[src/rtl/systolic_data_setup.sv]
// Skews row-ordered byte vectors into the diagonal wavefront fed to the
// systolic array: lane i trails lane 0 by i cycles, with validity and batch tracking.

module systolic_lane #(
  parameter int DEPTH = 1
) (
  input  logic       clk,
  input  logic       rst,
  input  logic       i_enable,
  input  logic [7:0] i_data,
  input  logic       i_valid,
  output logic [7:0] o_data,
  output logic       o_valid,
  output logic       o_busy
);

  logic [DEPTH-1:0][7:0] r_data;
  logic [DEPTH-1:0]      r_vld_pipe;

  // Invalid slots carry a zero byte so the array never sees stale data.
  always_ff @(posedge clk or negedge rst) begin
    if (!rst) begin
      r_data     <= '0;
      r_vld_pipe <= '0;
    end else if (i_enable) begin
      r_data[0]     <= i_valid ? i_data : 8'd0;
      r_vld_pipe[0] <= i_valid;
      for (int s = 1; s < DEPTH; s++) begin
        r_data[s]     <= r_data[s-1];
        r_vld_pipe[s] <= r_vld_pipe[s-1];
      end
    end
  end

  assign o_data  = r_data[DEPTH-1];
  assign o_valid = r_vld_pipe[DEPTH-1];
  assign o_busy  = |r_vld_pipe;

endmodule

module systolic_data_setup #(
  parameter int MATRIX_WIDTH = 14
) (
  input  logic                         clk,
  input  logic                         rst,
  input  logic                         enable,
  input  logic [MATRIX_WIDTH-1:0][7:0] data_in,
  input  logic                         data_in_signed,
  input  logic                         data_in_valid,
  input  logic                         data_in_last,
  output logic [MATRIX_WIDTH-1:0][7:0] systolic_data,
  output logic [MATRIX_WIDTH-1:0]      systolic_valid,
  output logic                         systolic_signed,
  output logic                         batch_done,
  output logic                         busy
);

  logic [MATRIX_WIDTH-1:0] w_lane_busy;
  logic [MATRIX_WIDTH-1:0] r_last_pipe;
  logic                    r_signed;

  // Lane g holds g+1 stages, giving the triangular skew.
  genvar g;
  generate
    for (g = 0; g < MATRIX_WIDTH; g++) begin : g_lane
      systolic_lane #(.DEPTH(g + 1)) u_lane (
        .clk      (clk),
        .rst      (rst),
        .i_enable (enable),
        .i_data   (data_in[g]),
        .i_valid  (data_in_valid),
        .o_data   (systolic_data[g]),
        .o_valid  (systolic_valid[g]),
        .o_busy   (w_lane_busy[g])
      );
    end
  endgenerate

  // Sign rides with lane 0; the last flag rides with the deepest lane.
  always_ff @(posedge clk or negedge rst) begin
    if (!rst) begin
      r_signed    <= 1'b0;
      r_last_pipe <= '0;
    end else if (enable) begin
      r_signed       <= data_in_valid & data_in_signed;
      r_last_pipe[0] <= data_in_valid & data_in_last;
      for (int s = 1; s < MATRIX_WIDTH; s++) begin
        r_last_pipe[s] <= r_last_pipe[s-1];
      end
    end
  end

  assign systolic_signed = r_signed;
  assign batch_done      = r_last_pipe[MATRIX_WIDTH-1] & systolic_valid[MATRIX_WIDTH-1];
  assign busy            = |w_lane_busy;

endmodule
[config.mk]
export PLATFORM = sky130hd
export DESIGN_NAME = systolic_data_setup
export DESIGN_NICKNAME = d
export VERILOG_FILES = /design/src/rtl/systolic_data_setup.sv
export SDC_FILE = /design/constraint.sdc
export NUM_CORES = 1
export LEC_CHECK = 0
export CAP_MARGIN = 10
export CORE_MARGIN = 5
export CORE_UTILIZATION = 55
export CTS_CLUSTER_SIZE = 28
export DETAILED_ROUTE_END_ITERATION = 8
export PLACE_DENSITY = 0.76
export SETUP_SLACK_MARGIN = 0.1
export SLEW_MARGIN = 30
export SYNTH_ARGS = -nofsm -noshare
export SYNTH_HDL_FRONTEND = slang
export SYNTH_SLANG_ARGS = --single-unit
[constraint.sdc]
create_clock -name clk -period 1 [get_ports clk]
set_input_delay 0.2 -clock clk [delete_from_list [all_inputs] [get_ports clk]]
set_output_delay 0.2 -clock clk [all_outputs]
set_load 0.005 [all_outputs]
==> parameters.txt, run 1 <==
Parameter                              Value

Logic synthesis
  Mapped Area    0.0338 sq mm
  Distinct cell type count of the synthesized netlist    17
  Register bit total from synthesis    869
  Sequential share of the synthesized area    64.2%
  Synthesized area per cell    15.5 sq um
  Post-synthesis instance total    2182
  Syn. warnings    0
  Syn nets    2300

Floorplanning
  Die footprint    0.0666 sq mm
  I/O pin total    247
  Core Region    0.0614 sq mm
  Y dimension of the die    258 microns
  Row cnt    91
  Horizontal extent of the die    258 microns
  Starting density of the core    55.2%

Layout
  Area added between synthesis and finish    19.1%
  Total Nets Final    2614
  Fraction of final layout cells sized beyond drive strength 1    48.8%
  Fin cells    3368
  Design Area, Final    0.0403 sq mm

Setup path
  Beginning of the worst register-to-register path    g_lane[13].u_lane.r_vld_pipe[13]$_DFFE_PN0P_
  Worst setup startpoint    g_lane[12].u_lane.r_vld_pipe[11]$_DFFE_PN0P_
  Library cell contributing the largest single delay on the critical path    sky130_fd_sc_hd__dfrtp_1
  Setup crit end    busy
  Worst endpoint data arrival time    1.67 ns
  Ordered list of cells on the worst path    nor4_2 > nand4_1 > buf_2
  Number of cells on the worst reg-to-reg path    3
  Kind of end point of the critical path    primary output
  Max stage delay on crit path    0.38 ns
  Reg2Reg Setup Slack    -0.03 ns
  Crit-path max FO    2
  Critical Path Start Type    flip-flop
  Worst Path Required    0.80 ns
  Reg2reg end    g_lane[13].u_lane.r_vld_pipe[13]$_DFFE_PN0P_
  Crit path kind    reg2out

Clock tree
  Maximum buffer depth of the clock tree    3
  CTS clock-pin slew for the worst setup and hold paths    0.06 ns
  Number of buffers inserted during clock tree synthesis    87
  Cell at the root of the clock tree    sky130_fd_sc_hd__clkbuf_16
  Clock sinks    869
  Skew-Pair Late Insertion Delay    0.61 ns
  # H-tree levels    3
  Clock tree from TritonCTS    done

Route
  Number of nets with antenna violations after detailed routing    0
  Pre-antenna DRT Iters    4
  Total Wirelength    58200 microns
  DRC Markers    0
  Detailed-route wire length per cell    17.3 microns
  Mean number of vias per cell    5.17
  Via Count    17400
  Count of routing violations after the opening detailed-route iteration    721

Run
  Maximum Capacitance Violations    0

Global routing
  Antenna violations before repair    11
  Largest net degree at the start of global routing    61
  Remaining global-route overflow    0
  Number of global-route vias before repair    19200
  Wire length of the first global-routing pass    98800 microns
  Overall global routing resource usage    17.8%

Placed design
  DP Area    0.0370 sq mm
  Port bufs    246
  Number of placed instances, taps included    3137
  Post-detail-place hpwl    38300 microns
  Final RePlAce weighted congestion    0.758

STA
  Setup repair after global routing missed its margin    true
  Final WS setup    -0.866 ns
  Count of endpoints failing hold in the final timing report    0
  Relative max-transition margin    65.8%
  Clock period minus final worst setup slack    1.87 ns
  Final setup violation count    135
  Achievable frequency    536 MHz
  Final Cycle Share    187%
  Worst Max-Slew Pin Slew    0.513 ns
  Aggregate negative setup slack    -43.81 ns
  Worst Skew    0.0183 ns
  Number of max-slew violations in the final report    0

Power and ir drop
  Peak VDD IR    0.00136 V
  Reported leakage power    19.6 nW
  Cell Pwr Density    2410 mW/mm^2

Run status
  Run status    complete, but fails checks
  Violations in the final reports    negative setup slack

Worst hold path
  Worst hold path class    in2reg
-- layout make-up --
class	count	area (sq um)
inverter	100	375
timing repair buffer	463	4320
fill	4265	21100
clock inverter	35	433
tap	790	988
sequential	869	21700
clock buffer	128	2650
multi-input combinational	975	9770
antenna	8	20.0
-- what timing repair did --
item,4_1_cts,5_1_grt
hold buffers,2,0
pin swaps,2,3
setup endpoints to repair,137,160
resized for setup,548,52
buffers inserted,43,33
endpoints found under the hold margin,870,0
-- power by group --
part	leakage [nW]	switching, mW	total (mW)	internal [mW]
Combinational	6.77	5.48	15.7	10.2
Sequential	11.3	4.32	47.6	43.3
Clock	1.52	13.2	34.0	20.7
Total	19.6	23.0	97.2	74.2
-- metrics by stage --
stage / setup slack, ns / hold WS (ns) / total power [mW] / util, %
after global placement: -0.645 / 0.219 / 62.2 / 60.3
final: -0.866 / 0.0915 / 97.2 / 65.7
after CTS: -0.908 / 0.0450 / 97.7 / 65.1
after global routing: -0.978 / 0.0601 / 102 / 65.6
after floorplan: -0.163 / -0.0956 / 57.3 / -
after detailed placement: -0.615 / 0.214 / 63.5 / 60.3
-- Yosys cell counts, drive strengths merged --
master | number | share of area (%)
nand3 | 99 | 1.5
inv | 100 | 1.1
buf | 228 | 6.0
nand4 | 1 | 0.018
and2 | 2 | 0.037
nor2 | 1 | 0.011
mux2 | 754 | 25
a21o | 1 | 0.022
a22o | 15 | 0.39
nor4 | 3 | 0.055
o21ai | 99 | 1.5
clkbuf | 10 | 0.11
dfrtp | 869 | 64
-- routing by layer --
| layer | global-route usage (%) | routed length (microns) |
|---|---|---|
| met1 | 24.4 | 25500 |
| met2 | 28.7 | 28100 |
| met3 | 4.29 | 3280 |
| met4 | 5.37 | 1220 |
| met5 | 0 | 27 |
-- placed cells by master, fill, tap and decap left out, drive strengths merged --
| cell type | n |
|---|---|
| nand4 | 1 |
| mux2 | 754 |
| diode | 8 |
| clkinvlp | 4 |
| o21ai | 99 |
| clkbuf | 128 |
| inv | 104 |
| and2 | 2 |
| a21o | 1 |
| dlygate4sd3 | 2 |
| nor2 | 1 |
| bufinv | 9 |
| clkinv | 18 |
| clkdlybuf4s50 | 114 |
| nor4 | 3 |
| buf | 347 |
| a22o | 15 |
| dfrtp | 869 |
| nand3 | 99 |
-- worst min-delay path by stage --
| stage | startpoint | endpoint | slack [ns] | cells after the start |
|---|---|---|---|---|
| floorplan | rst | g_lane[0].u_lane.o_data[0]$_DFFE_PN0P_ | -0.1 | 0 |
| finish | enable | g_lane[13].u_lane.r_data[15]$_DFFE_PN0P_ | 0.09 | 3 |
| CTS | enable | g_lane[13].u_lane.r_data[7]$_DFFE_PN0P_ | 0.04 | 4 |
| global route | enable | g_lane[13].u_lane.r_data[15]$_DFFE_PN0P_ | 0.06 | 3 |
| detailed placement | rst | g_lane[10].u_lane.r_data[20]$_DFFE_PN0P_ | 0.21 | 2 |
| global placement | rst | g_lane[10].u_lane.r_data[12]$_DFFE_PN0P_ | 0.22 | 2 |
-- worst max-delay path: cells and delay by family (launching register included) --
family,cells,cell delay [ns]
simple gates,2,0.52
flops,1,0.38
buf+inv,1,0.17
-- registers in the layout, summed over array words and instances, names as in the netlist --
register and count:
g_lane.u_lane.r_data 728, g_lane.u_lane.o_data 112, g_lane.u_lane.r_vld_pipe 14, r_last_pipe 14, systolic_signed 1
-- kinds of logic (layout without fill, tap and decap cells) --
logic type	Yosys count	after routing	synth area share (%)
AO/OA/AOI/OAI	115	115	1.87
multiplexers	754	754	25.1
other	0	8	0
AND/OR/NAND/NOR	106	106	1.59
flip-flops	869	869	64.2
buffers and inverters	338	726	7.20
No activity file was read; power rests on OpenSTA's default activity.
==> run 2, diff against run 1 <==
--- a/config.mk
+++ b/config.mk
@@ -6,12 +6,13 @@
 export NUM_CORES = 1
 export LEC_CHECK = 0
 export CAP_MARGIN = 10
-export CORE_MARGIN = 5
+export CORE_MARGIN = 1.5
 export CORE_UTILIZATION = 55
 export CTS_CLUSTER_SIZE = 28
 export DETAILED_ROUTE_END_ITERATION = 8
 export PLACE_DENSITY = 0.76
 export SETUP_SLACK_MARGIN = 0.1
+export SKIP_CTS_REPAIR_TIMING = 1
 export SLEW_MARGIN = 30
 export SYNTH_ARGS = -nofsm -noshare
 export SYNTH_HDL_FRONTEND = slang
==> run 2 against run 1 <==
Net effect:
- the run still ends with negative setup slack left
- core utilization down 0.56 points
- setup slack better by 0.030 ns
- power down 3.2%
- maximum frequency up 1.6%
- sequential power about the same
- register-to-register slack about the same
- routed wire length down 5.7%
- sequential share of layout area up 1.2 points
- global-route usage up 0.17 points
- sequential cell count unchanged
- critical path type unchanged
- highest routed layer is now met4
==> parameters.txt, run 2 (same netlist as run 1, synthesis figures left out) <==
Parameter                              Value

Layout
  Total inserted antenna cells    0 (-8)
  Layout Utilization    65.1% (-0.56 points)
  Total Nets Final    2554 (-2.3%)
  Highest-count cells in the layout ignoring fill and taps    sky130_fd_sc_hd__dfrtp_1, sky130_fd_sc_hd__mux2_2, sky130_fd_sc_hd__clkdlybuf4s50_1
  Area added between synthesis and finish    16.5%
  Flip-flop count of the largest register after layout    728 (unchanged)
  Fraction of final layout cells sized beyond drive strength 1    47.3% (-1.5 points)
  Most frequent standard cell in the layout excluding fill and tap cells    sky130_fd_sc_hd__dfrtp_1
  Register containing the most flip-flops in the final layout    g_lane.u_lane.r_data

Route
  Via Count    17000 (-2.1%)
  Top routing layer used    met4
  Mean number of vias per cell    5.18 (+0.26%)
  Total Wirelength    54900 microns (-5.7%)
  Total routed wire length on the met1 layer    24600 microns (-3.8%)
  Count of routing violations after the opening detailed-route iteration    832 (+15%)
  Number of nets with antenna violations after detailed routing    0 (unchanged)
  Met3 Wirelength    2510 microns (-24%)
  Detailed-route wire length per cell    16.7 microns (-3.5%)
  DRC Markers    0 (unchanged)
  Pre-antenna DRT Iters    4 (unchanged)
  Detailed-routed wire length on met2    26400 microns (-6.2%)

Clock tree
  Skew-Pair Late Insertion Delay    0.62 ns (about the same)
  Clock tree from TritonCTS    done
  Maximum buffer depth of the clock tree    3 (unchanged)
  CTS clock-pin slew for the worst setup and hold paths    0.06 ns (about the same)
  Number of buffers inserted during clock tree synthesis    87 (unchanged)
  # H-tree levels    3 (unchanged)
  Cell at the root of the clock tree    sky130_fd_sc_hd__clkbuf_16
  Clock sinks    869 (unchanged)

STA
  Relative max-transition margin    63.4% (-2.4 points)
  Worst Max-Slew Pin Slew    0.549 ns (+0.0352 ns)
  Final Cycle Share    184% (-3.0 points)
  Achievable frequency    544 MHz (+1.6%)
  Clock period minus final worst setup slack    1.84 ns (-0.0296 ns)
  Final WS setup    -0.837 ns (+0.0296 ns)
  Number of max-slew violations in the final report    0 (unchanged)
  Aggregate negative setup slack    -43.30 ns (+0.504 ns)
  Worst Skew    0.0133 ns (-0.00504 ns)
  Setup repair after global routing missed its margin    true
  Final setup violation count    134 (-0.74%)
  Count of endpoints failing hold in the final timing report    0 (unchanged)

Power and ir drop
  Internal power    71.5 mW (-3.7%)
  Share of power burned in the clock network    33.9% (-1.0 points)
  P_sw    22.6 mW (-1.9%)
  Cell Pwr Density    2390 mW/mm^2 (-1.1%)
  Peak VDD IR    0.00171 V (+26%)
  Sequential share of power    50.5% (+1.5 points)
  Reported leakage power    19.0 nW (-2.6%)
  Combinational share of power    15.5% (-0.6 points)
  Switching power as a share of total power    24.0% (+0.34 points)

Setup path
  Reg2Reg Setup Slack    -0.04 ns (about the same)
  Crit-path max FO    2 (unchanged)
  Beginning of the worst register-to-register path    g_lane[1].u_lane.r_vld_pipe[0]$_DFFE_PN0P_
  Worst endpoint data arrival time    1.64 ns (-0.03 ns)
  Kind of end point of the critical path    primary output
  Setup crit end    busy
  Crit path kind    reg2out
  Critical Path Start Type    flip-flop
  Reg2reg end    g_lane[2].u_lane.r_vld_pipe[1]$_DFFE_PN0P_
  Worst setup startpoint    g_lane[3].u_lane.r_vld_pipe[2]$_DFFE_PN0P_
  Worst Path Required    0.80 ns (about the same)
  Number of cells on the worst reg-to-reg path    3 (unchanged)

Global routing
  Largest net degree at the start of global routing    58 (-4.9%)
  Antenna violations before repair    0 (-11)
  Number of global-route vias before repair    18300 (-4.6%)
  Overall global routing resource usage    18.0% (+0.17 points)
  Wire length of the first global-routing pass    92700 microns (-6.1%)
  Remaining global-route overflow    0 (unchanged)

Placed design
  Final RePlAce weighted congestion    0.742 (-2.1%)
  Port bufs    246 (unchanged)
  Post-detail-place hpwl    36100 microns (-5.8%)

Floorplanning
  Core Region    0.0606 sq mm (-1.3%)
  Starting density of the core    55.9% (+0.72 points)
  Row cnt    90 (-1.1%)
  Horizontal extent of the die    251 microns (-2.7%)
  I/O pin total    247 (unchanged)
  Die footprint    0.0630 sq mm (-5.4%)
  Y dimension of the die    251 microns (-2.7%)

Run status
  Violations in the final reports    negative setup slack
  Run status    complete, but fails checks

Worst hold path
  Worst hold path class    in2reg

Run
  Maximum Capacitance Violations    0 (unchanged)
-- run 2: cell types whose count changed in the layout (fill, tap and decap cells not counted), sizes merged --
cell | previous run | this run
bufinv | 9 | 4
clkinv | 18 | 20
inv | 104 | 106
clkinvlp | 4 | 3
diode | 8 | 0
clkbuf | 128 | 239
buf | 347 | 177
dlygate4sd3 | 2 | 1
-- run 2: area by class of cell --
cell class	instances	area [sq um]
fill	4360	21100
clock buffer	128	2540
multi-input combinational	975	9720
clock inverter	33	332
timing repair buffer	403	3750
tap	782	978
sequential	869	21700
inverter	100	375
-- run 2: metal layers --
layer	global-route usage (%)	vias to the layer above
met5	0	-
met4	5.56	0
met3	4.22	93
met2	29.2	250
met1	24.2	8762
li1	-	7938
-- run 2: stage by stage --
| step | hold WS (ns) | area [sq um] | setup WS, ns | power (mW) | instances |
|---|---|---|---|---|---|
| 6_report | 0.0892 | 39400 | -0.837 | 94.1 | 3290 |
| 5_1_grt | 0.0622 | 39400 | -0.917 | 99.1 | 3290 |
| 4_1_cts | -0.440 | 39600 | -1.28 | 95.7 | 3255 |
| 3_5_place_dp | 0.236 | 36700 | -0.598 | 63.2 | 3094 |
| 3_3_place_gp | 0.242 | 36700 | -0.562 | 62.0 | 3094 |
| 2_1_floorplan | -0.0956 | 33900 | -0.163 | 57.3 | 2182 |
-- run 2: power groups by stage --
stage / clock [mW] / sequential, mW / combinational, mW
finish: 31.9 / 47.5 / 14.6
CTS: 33.0 / 47.6 / 15.1
floorplan: 0 / 46.4 / 10.9
detailed placement: 0 / 48.2 / 15.0
global route: 34.4 / 48.7 / 16.0
global placement: 0 / 47.6 / 14.4
-- run 2: critical path: stages (launching register included) --
cell	delay [ns]
sky130_fd_sc_hd__dfrtp_1	0.38
sky130_fd_sc_hd__nor4_2	0.35
sky130_fd_sc_hd__nand4_1	0.13
sky130_fd_sc_hd__buf_2	0.17
-- run 2: worst min-delay path by stage --
| stage | start | to | slack [ns] | depth (start not counted) |
|---|---|---|---|---|
| after floorplan | rst | g_lane[0].u_lane.o_data[0]$_DFFE_PN0P_ | -0.1 | 0 |
| after global placement | rst | g_lane[9].u_lane.r_data[14]$_DFFE_PN0P_ | 0.24 | 2 |
| after detailed placement | rst | g_lane[9].u_lane.r_data[14]$_DFFE_PN0P_ | 0.24 | 2 |
| after CTS | rst | g_lane[9].u_lane.r_data[14]$_DFFE_PN0P_ | -0.44 | 2 |
| after global routing | enable | g_lane[13].u_lane.r_data[65]$_DFFE_PN0P_ | 0.06 | 3 |
| final | enable | g_lane[13].u_lane.r_data[65]$_DFFE_PN0P_ | 0.09 | 3 |
==> run 3, diff against run 2 <==
--- a/config.mk
+++ b/config.mk
@@ -7,7 +7,7 @@
 export LEC_CHECK = 0
 export CAP_MARGIN = 10
 export CORE_MARGIN = 1.5
-export CORE_UTILIZATION = 55
+export CORE_UTILIZATION = 53
 export CTS_CLUSTER_SIZE = 28
 export DETAILED_ROUTE_END_ITERATION = 8
 export PLACE_DENSITY = 0.76
==> constraint.sdc (replaced) <==
create_clock -name clk -period 1.5 [get_ports clk]
set_input_delay 0.3 -clock clk [delete_from_list [all_inputs] [get_ports clk]]
set_output_delay 0.3 -clock clk [all_outputs]
set_load 0.005 [all_outputs]
==> run 3 against run 2 <==
Net effect:
- the run still ends with negative setup slack left
- power shrank 32%
- sequential cell count is the same
- clock-buffer cell count grew 2
- critical path depth grew 1
- non-clock buffer count shrank 6
- first-iteration DRC count grew 8.5%
- global-route usage shrank 0.25 points
- setup slack gained 0.33 ns
- routed wire length grew 3.2%
- critical endpoint unchanged
==> parameters.txt, run 3 (same netlist as run 1, synthesis figures left out) <==
Parameter                              Value

Run status
  Run status    complete, but fails checks
  Violations in the final reports    negative setup slack

Route
  Total Wirelength    56600 microns (+3.2%)
  Detailed-route wire length per cell    16.9 microns (+1.3%)
  Mean number of vias per cell    5.10 (-1.6%)
  Pre-antenna DRT Iters    4 (unchanged)
  Count of routing violations after the opening detailed-route iteration    903 (+8.5%)
  Via Count    17100 (+0.26%)
  Number of nets with antenna violations after detailed routing    0 (unchanged)
  DRC Markers    0 (unchanged)

Setup path
  Largest delay contributor family on the critical path    flip-flops
  Crit path kind    reg2out
  Number of cells on the worst reg-to-reg path    3 (unchanged)
  Kind of end point of the critical path    primary output
  Worst endpoint data arrival time    1.71 ns (+0.07 ns)
  Library cell contributing the largest single delay on the critical path    sky130_fd_sc_hd__dfrtp_1
  Ordered list of cells on the worst path    nor4_4 > buf_4 > nand4_1 > clkbuf_2
  Buffer and inverter count on the worst path    2 (+1)
  Critical Path Stages    4 (+1)
  Crit-path max FO    2 (unchanged)
  Worst Path Required    1.20 ns (+0.40 ns)
  Critical Path Start Type    flip-flop
  Max stage delay on crit path    0.41 ns (+0.03 ns)

Floorplanning
  I/O pin total    247 (unchanged)
  Y dimension of the die    256 microns (+1.8%)
  Starting density of the core    53.7% (-2.2 points)
  Horizontal extent of the die    256 microns (+1.8%)
  Row cnt    92 (+2.2%)
  Die footprint    0.0654 sq mm (+3.7%)
  Core Region    0.0631 sq mm (+4.1%)

Layout
  Register containing the most flip-flops in the final layout    g_lane.u_lane.r_data
  Highest-count cells in the layout ignoring fill and taps    sky130_fd_sc_hd__dfrtp_1, sky130_fd_sc_hd__mux2_2, sky130_fd_sc_hd__clkdlybuf4s50_1
  Flip-flop count of the largest register after layout    728 (unchanged)
  Area added between synthesis and finish    17.1%
  Total Nets Final    2549 (-0.20%)
  Layout Utilization    62.8% (-2.3 points)
  Most frequent standard cell in the layout excluding fill and tap cells    sky130_fd_sc_hd__dfrtp_1
  Design Area, Final    0.0396 sq mm (+0.47%)
  Fraction of final layout cells sized beyond drive strength 1    47.4% (+0.12 points)
  Fin cells    3351 (+1.9%)

STA
  Number of max-slew violations in the final report    0 (unchanged)
  Setup repair after global routing missed its margin    true
  Final Cycle Share    134%
  Clock period minus final worst setup slack    2.01 ns
  Final WS setup    -0.507 ns (+0.330 ns)
  Worst Skew    0.0156 ns (+0.00235 ns)
  Count of endpoints failing hold in the final timing report    0 (unchanged)
  Final setup violation count    16 (-88%)
  Relative max-transition margin    70.6% (+7.2 points)
  Achievable frequency    498 MHz
  Worst Max-Slew Pin Slew    0.442 ns (-0.107 ns)

Placed design
  Post-detail-place hpwl    36400 microns (+0.92%)
  Final RePlAce weighted congestion    0.777 (+4.7%)
  Number of placed instances, taps included    3151 (+1.8%)
  DP Area    0.0367 sq mm (about the same)
  Port bufs    246 (unchanged)

Global routing
  Antenna violations before repair    8 (+8)
  Number of global-route vias before repair    18600 (+1.7%)
  Wire length of the first global-routing pass    95900 microns (+3.4%)
  Overall global routing resource usage    17.7% (-0.25 points)
  Largest net degree at the start of global routing    74 (+28%)
  Remaining global-route overflow    0 (unchanged)

Power and ir drop
  Cell Pwr Density    1620 mW/mm^2 (-32%)
  Peak VDD IR    0.00117 V (-31%)
  Final total power    64.2 mW (-32%)
  Reported leakage power    19.1 nW (+0.22%)

Run
  Maximum Capacitance Violations    0 (unchanged)

Clock tree
  Clock tree from TritonCTS    done
  Cell at the root of the clock tree    sky130_fd_sc_hd__clkbuf_16
  CTS clock-pin slew for the worst setup and hold paths    0.06 ns (about the same)
  # H-tree levels    3 (unchanged)
  Number of buffers inserted during clock tree synthesis    88 (+1.1%)
  Clock sinks    869 (unchanged)
  Maximum buffer depth of the clock tree    3 (unchanged)
  Skew-Pair Late Insertion Delay    0.62 ns (about the same)

Worst hold path
  Worst hold path class    in2async
run 3: worst reg2reg max path, delay by kind of cell (launching register included):
kind,cells,cell delay [ns]
buf+inv,2,0.26
mux,1,0.27
flops,1,0.42
run 3: cell type report:
type | instances | area, sq um
clock inverters | 33 | 427
fillers | 4658 | 23500
inverters | 100 | 375
repair buffers | 397 | 3650
flip-flops and latches | 869 | 21700
diodes | 1 | 2.50
multi-input cells | 975 | 9680
well taps | 846 | 1060
clock buffers | 130 | 2690
run 3: metal layers:
layer	global-route usage [%]	part of all wire (%)	up-vias	wire, microns
met3	3.93	4.5	103	2570
met2	29.0	49	289	27600
met4	5.74	2.3	14	1320
li1	-	-	7909	-
met5	0	0.15	-	85
met1	23.7	44	8772	25000
run 3: worst paths after layout:
| check | start | slack [ns] | end |
|---|---|---|---|
| setup / recovery | g_lane[3].u_lane.r_vld_pipe[2]$_DFFE_PN0P_ | -0.51 | busy |
| hold / removal | rst | 0.16 | g_lane[3].u_lane.o_data[1]$_DFFE_PN0P_ |
| setup reg to reg | g_lane[1].u_lane.r_vld_pipe[0]$_DFFE_PN0P_ | 0.44 | g_lane[2].u_lane.r_vld_pipe[1]$_DFFE_PN0P_ |
| hold reg to reg | g_lane[9].u_lane.r_data[38]$_DFFE_PN0P_ | 0.49 | g_lane[9].u_lane.r_data[46]$_DFFE_PN0P_ |
| max in group asynchronous | rst | 0.53 | g_lane[13].u_lane.r_data[17]$_DFFE_PN0P_ |
| min in group clk | data_in_valid | 0.22 | g_lane[12].u_lane.r_data[7]$_DFFE_PN0P_ |
run 3: where the power goes:
group | switching (mW) | internal, mW
Clock | 8.91 | 14.0
Combinational | 3.41 | 6.12
Sequential | 2.87 | 28.9
Total | 15.2 | 49.0
run 3: per-stage QoR:
step           hold slack, ns  TNS, ns  worst slack, ns
2_1_floorplan         0.00441        0            0.165
3_3_place_gp            0.196   -0.190           -0.190
3_5_place_dp            0.196   -0.241           -0.241
4_1_cts                -0.475   -45.59           -0.970
5_1_grt                 0.153    -2.54           -0.595
6_report                0.164    -1.72           -0.507
